[src/rtl/screening_scheduler.sv]
// Screening sequencer: walks every candidate material through the shared scoring path,
// tracks best score/material and breakthrough set. Optional macro: SCREEN_RETRY_ON_TIMEOUT_EN.
module screening_scheduler #(
  parameter int unsigned NUM_MATERIALS  = 6,
  parameter int unsigned THRESHOLD      = 70,
  parameter int unsigned TIMEOUT_CYCLES = 64,
  parameter int unsigned SCORE_W        = 32
) (
  input  logic                     clk,
  input  logic                     reset_n,
  input  logic                     start,
  input  logic                     abort,
  output logic                     eval_req,
  output logic [2:0]               eval_material,
  input  logic                     eval_done,
  input  logic [SCORE_W-1:0]       eval_score,
  output logic                     busy,
  output logic                     done,
  output logic [SCORE_W-1:0]       best_score,
  output logic [2:0]               best_material,
  output logic [NUM_MATERIALS-1:0] breakthrough_mask,
  output logic [3:0]               breakthrough_count,
  output logic                     timeout_err
);

  localparam int unsigned IDX_W    = 3;
  localparam int unsigned TIMER_W  = $clog2(TIMEOUT_CYCLES + 1);
  localparam int unsigned LAST_IDX = NUM_MATERIALS - 1;

  typedef enum logic [2:0] {
    S_IDLE,
    S_ISSUE,
    S_WAIT,
    S_UPDATE,
    S_DONE
  } state_t;

  state_t                   r_state;
  state_t                   w_next;
  logic [IDX_W-1:0]         r_index;
  logic [TIMER_W-1:0]       r_timer;
  logic [SCORE_W-1:0]       r_score;
  logic [SCORE_W-1:0]       r_best_score;
  logic [IDX_W-1:0]         r_best_material;
  logic [NUM_MATERIALS-1:0] r_mask;
  logic [3:0]               r_count;
  logic                     r_timeout_err;
  logic                     r_eval_req;
  logic                     r_busy;
  logic                     r_done;
  logic                     w_abort;
  logic                     w_timeout;
  logic                     w_last;
  logic                     w_retry;

  assign w_abort   = abort && (r_state != S_IDLE);
  assign w_timeout = (r_state == S_WAIT) && !eval_done &&
                     (r_timer == TIMER_W'(TIMEOUT_CYCLES - 1));
  assign w_last    = (r_index == IDX_W'(LAST_IDX));

`ifdef SCREEN_RETRY_ON_TIMEOUT_EN
  // Set after a material's first timeout; a second timeout then skips it.
  logic r_retried;

  always_ff @(posedge clk) begin
    if (!reset_n) begin
      r_retried <= 1'b0;
    end else if (w_abort || r_state == S_IDLE || r_state == S_UPDATE) begin
      r_retried <= 1'b0;
    end else if (w_timeout) begin
      r_retried <= !r_retried;
    end
  end

  assign w_retry = w_timeout && !r_retried;
`else
  assign w_retry = 1'b0;
`endif

  always_ff @(posedge clk) begin
    if (!reset_n) begin
      r_state <= S_IDLE;
    end else begin
      r_state <= w_next;
    end
  end

  always_comb begin
    w_next = r_state;
    case (r_state)
      S_IDLE:   if (start && !abort) w_next = S_ISSUE;
      S_ISSUE:  w_next = S_WAIT;
      S_WAIT: begin
        if (eval_done) begin
          w_next = S_UPDATE;
        end else if (w_timeout) begin
          w_next = (w_retry || !w_last) ? S_ISSUE : S_DONE;
        end
      end
      S_UPDATE: w_next = w_last ? S_DONE : S_ISSUE;
      S_DONE:   w_next = S_IDLE;
      default:  w_next = S_IDLE;
    endcase
    if (w_abort) w_next = S_IDLE;
  end

  // Datapath and registered outputs; an abort freezes all results on its edge.
  always_ff @(posedge clk) begin
    if (!reset_n) begin
      r_index         <= '0;
      r_timer         <= '0;
      r_score         <= '0;
      r_best_score    <= '0;
      r_best_material <= '0;
      r_mask          <= '0;
      r_count         <= '0;
      r_timeout_err   <= 1'b0;
      r_eval_req      <= 1'b0;
      r_busy          <= 1'b0;
      r_done          <= 1'b0;
    end else begin
      r_eval_req <= (w_next == S_ISSUE);
      r_done     <= (w_next == S_DONE);
      r_busy     <= (w_next == S_ISSUE) || (w_next == S_WAIT) || (w_next == S_UPDATE);
      if (!w_abort) begin
        case (r_state)
          S_IDLE: begin
            if (w_next == S_ISSUE) begin
              r_index         <= '0;
              r_best_score    <= '0;
              r_best_material <= '0;
              r_mask          <= '0;
              r_count         <= '0;
              r_timeout_err   <= 1'b0;
            end
          end
          S_ISSUE: r_timer <= '0;
          S_WAIT: begin
            r_timer <= r_timer + TIMER_W'(1);
            if (eval_done) begin
              r_score <= eval_score;
            end else if (w_timeout && !w_retry) begin
              r_timeout_err <= 1'b1;
              if (!w_last) r_index <= r_index + IDX_W'(1);
            end
          end
          S_UPDATE: begin
            if (r_score > r_best_score) begin
              r_best_score    <= r_score;
              r_best_material <= r_index;
            end
            if (r_score > SCORE_W'(THRESHOLD)) begin
              r_mask[r_index] <= 1'b1;
              r_count         <= r_count + 4'd1;
            end
            if (!w_last) r_index <= r_index + IDX_W'(1);
          end
          default: ;
        endcase
      end
    end
  end

  assign eval_req           = r_eval_req;
  assign eval_material      = r_index;
  assign busy               = r_busy;
  assign done               = r_done;
  assign best_score         = r_best_score;
  assign best_material      = r_best_material;
  assign breakthrough_mask  = r_mask;
  assign breakthrough_count = r_count;
  assign timeout_err        = r_timeout_err;

endmodule

[config.mk]
export PLATFORM = sky130hd
export DESIGN_NAME = screening_scheduler
export DESIGN_NICKNAME = d
export VERILOG_FILES = /design/src/rtl/screening_scheduler.sv
export SDC_FILE = /design/constraint.sdc
export NUM_CORES = 1
export LEC_CHECK = 0
export CAP_MARGIN = 20
export CORE_AREA = 2 2 88 154
export DETAILED_ROUTE_END_ITERATION = 16
export DIE_AREA = 0 0 90 156
export RECOVER_POWER = 50
export SKIP_CTS_REPAIR_TIMING = 1
export SLEW_MARGIN = 20
export SYNTH_ARGS = -nofsm -noshare
export SYNTH_HDL_FRONTEND = slang
export SYNTH_SLANG_ARGS = --single-unit
[constraint.sdc]
create_clock -name clk -period 3.7 [get_ports clk]
set_input_delay 0.74 -clock clk [delete_from_list [all_inputs] [get_ports clk]]
set_output_delay 0.74 -clock clk [all_outputs]
set_load 0.01 [all_outputs]
==> impl_metrics.csv <==
group,metric,value,unit
synthesis,async_reset_ff_share,0,%
synthesis,syn-num-nets,641,
worst_setup_path,arrival,2920,ps
sta,fmax,0.381,GHz
global_routing,use_met1,17.2,%
cts,h-tree-depth,3,
worst_setup_path,crit_type,"in -> reg",
route,drtPass1Iterations,4,
synthesis,synthCells,568,
synthesis,syn_area_per_cell,8.45,um2
pwr,p_clk_share,45.5,%
floorplanning,fp-row-count,55,
sta,skew,11.3,ps
job,maxCapViolations,0,
floorplanning,die-area,14000,um2
synthesis,ys_top_cells_by_count,"nand2_1, dfxtp_1, nand3_1",
global_routing,grt_pass1_vias,4059,
worst_setup_path,cp_max_fo,8,
global_routing,busiest_layer,"met2",
worst_setup_path,slowest_stage,"dlygate4sd3_1",
sta,period_needed,2630,ps
cts,cts_sinks,94,
synthesis,syn_area,4800,um2
global_routing,grt_overflow,0,
cts,cts_made_buffers,9,
pwr,switching_share,22.2,%
route,wl,11900,um
sta,slew_headroom,32.2,%
cts,clkSlewWorstSetupHoldPaths,70,ps
synthesis,synth-main-ff-cell,"dfxtp_1",
route,final_antenna_net_count,0,
synthesis,ys_types,50,
pwr,p_leak,2.42,nW
finish,synthToLayoutAreaGrowth,27.0,%
sta,worst_pin_slew,1010,ps
worst_setup_path,cpLargestDelayFamily,"simple AND/OR/NAND/NOR gates",
worst_setup_path,path_buf_inv,1,
pwr,p_seq_share,47.1,%
floorplanning,die_y,156,um
global_routing,grt_use_total,17.2,%
synthesis,ys_ff_latch,94,
route,drt-vias-per-instance,5.08,
worst_setup_path,required,3990,ps
pwr,intPower,1.69,mW
global_routing,grt_use_met3,3.82,%
global_routing,grt_pass1_wl,19500,um
synthesis,yosys-top-cells-area,"dfxtp_1, ha_1, nand2_1",
synthesis,synth_edf_count,0,
global_routing,antenna_found_initial,0,
route,wl_per_cell,14.6,um
sta,slew_viol_final,0,
synthesis,ys_warn_count,0,
cts,root_buffer,"clkbuf_16",
route,drt_iter0_drc,141,
worst_setup_path,cp_slowest_stage_delay,600,ps
synthesis,yosysSeqAreaShare,39.2,%
synthesis,synth_top_area_cell,"dfxtp_1",
pwr,comb_power_share,7.4,%
worst_setup_path,reg2reg_slack,1130,ps
pwr,p_switching,0.482,mW
cts,worstSkewPairLatency,340,ps
finish,drive_above_1_share,4.65,%
sta,min_period_over_period,71.0,%
status,status,"finished, final reports clean",
cts,clock_path_buffers,2,
placed_design,hpwl,8780,um
floorplanning,io_pins,89,
placed_design,port_buffers,88,
sta,setup_viol,0,
min_path,hold_path.class,"reg -> reg",
floorplanning,start_util,37.5,%
route,vias,4144,
pwr,peakVddDrop,0.000296,V
synthesis,netlist.area_leader.share,39.2,%
global_routing,grt_max_degree,118,
global_routing,grtUsageMet2,34.2,%
finish,final_nets,713,
pwr,total_power,2.18,mW
sta,rsz0062_at_grt,"no",
pwr,power.density,357,nW/um2
synthesis,yosysMostFrequentCell,"nand2_1",
worst_setup_path,path_cells,"dlygate4sd3_1 > or2_0 > or3_1 > o211ai_1 > o41a_2 > and4b_1 > o21a_1",
sta,timing.setup.tns,0,ps
placed_design,gp_congestion,0.820,
cts,cts_tree,"yes",
sta,finalHoldViolCount,0,
worst_setup_path,crit_path_end_kind,"flop",
floorplanning,die_width,90,um
floorplanning,coreArea,12800,um2
finish,n_antenna_cell,0,
route,drcViolationCount,0,
worst_setup_path,start_kind,"primary input",
==> routing by layer <==
layer  part of all wire [%]  routed length (um)  vias up
li1                       -                   -     2084
met1                     39                4650     1980
met2                     55                6580       67
met3                    3.6                 434       13
met4                    2.2                 263        0
met5                      0                   0        -
==> kinds of logic (layout without fill, tap and decap cells) <==
kind of cell | Yosys count | count (layout) | share of synthesized area [%]
AND/OR/NAND/NOR | 241 | 241 | 23.5
flip-flops | 94 | 94 | 39.2
AO/OA/AOI/OAI | 85 | 85 | 12.7
buffers and inverters | 68 | 145 | 6.16
multiplexers | 38 | 38 | 7.93
adder cells (fa/ha/maj) | 36 | 36 | 9.39
XOR/XNOR | 6 | 6 | 1.10
==> power by group through the flow <==
stage / registers (mW) / logic [mW] / clock network [mW]
final: 1.02 / 0.161 / 0.990
after global routing: 1.02 / 0.173 / 1.06
after CTS: 1.02 / 0.165 / 1.01
after detailed placement: 1.05 / 0.165 / 0
after global placement: 1.05 / 0.163 / 0
after floorplan: 1.05 / 0.106 / 0
==> registers in the layout (all words and copies together) (netlist names) <==
register,cells
timeout_err,1
r_timer,7
best_material,3
r_state,3
busy,1
breakthrough_mask,6
eval_req,1
done,1
eval_material,3
breakthrough_count,4
r_score,32
best_score,32
==> cell usage in the layout (no fill, tap or decap), types with 3 or more instances in the layout <==
| cell | instances |
|---|---|
| dfxtp_1 | 94 |
| buf_4 | 3 |
| inv_1 | 37 |
| o211ai_1 | 4 |
| nor2b_1 | 4 |
| nand3_1 | 44 |
| clkbuf_16 | 9 |
| nor2_1 | 23 |
| a21o_1 | 3 |
| a21oi_1 | 21 |
| nor4_1 | 9 |
| a21boi_1 | 24 |
| dlygate4sd3_1 | 51 |
| ha_1 | 36 |
| a21boi_0 | 14 |
| nor3_1 | 9 |
| nand4_1 | 12 |
| clkdlybuf4s50_1 | 36 |
| xor2_1 | 5 |
| o21ai_0 | 6 |
| o21a_1 | 3 |
| nand2_1 | 118 |
| mux2i_1 | 38 |
==> worst reg2reg max path, stage by stage, from the launching register on <==
cell,delay [ps]
dfxtp_1,340
inv_1,50
ha_1,310
nand4_1,200
nor4_2,410
nand4_1,130
o211ai_1,140
o21a_4,610
mux2i_1,290
==> area by class of cell <==
class | count | area, um2
repair buffers | 92 | 918
clock inverters | 7 | 95.1
well taps | 171 | 214
inverters | 37 | 139
fillers | 1266 | 6710
multi-input cells | 406 | 2620
clock buffers | 9 | 225
flip-flops and latches | 94 | 1880
==> per-stage QoR <==
stage | setup WS [ps] | util, % | cell area, um2 | hold WS, ps | instances
2_1_floorplan | 1600 | - | 4800 | 461 | 568
3_3_place_gp | 654 | 45.1 | 5770 | 454 | 800
3_5_place_dp | 547 | 45.1 | 5770 | 459 | 800
4_1_cts | 748 | 47.6 | 6090 | 475 | 816
5_1_grt | 921 | 47.6 | 6090 | 496 | 816
6_report | 1070 | 47.6 | 6090 | 471 | 816
==> final timing paths <==
kind / end / cells past startpoint / from
max: eval_material[2] / 7 / abort
min: breakthrough_mask[5] / 2 / breakthrough_mask[5]
max reg2reg: best_score[10] / 8 / best_score[31]
min reg2reg: breakthrough_mask[5] / 2 / breakthrough_mask[5]
Note: power is estimated with default switching activity, not from simulation.
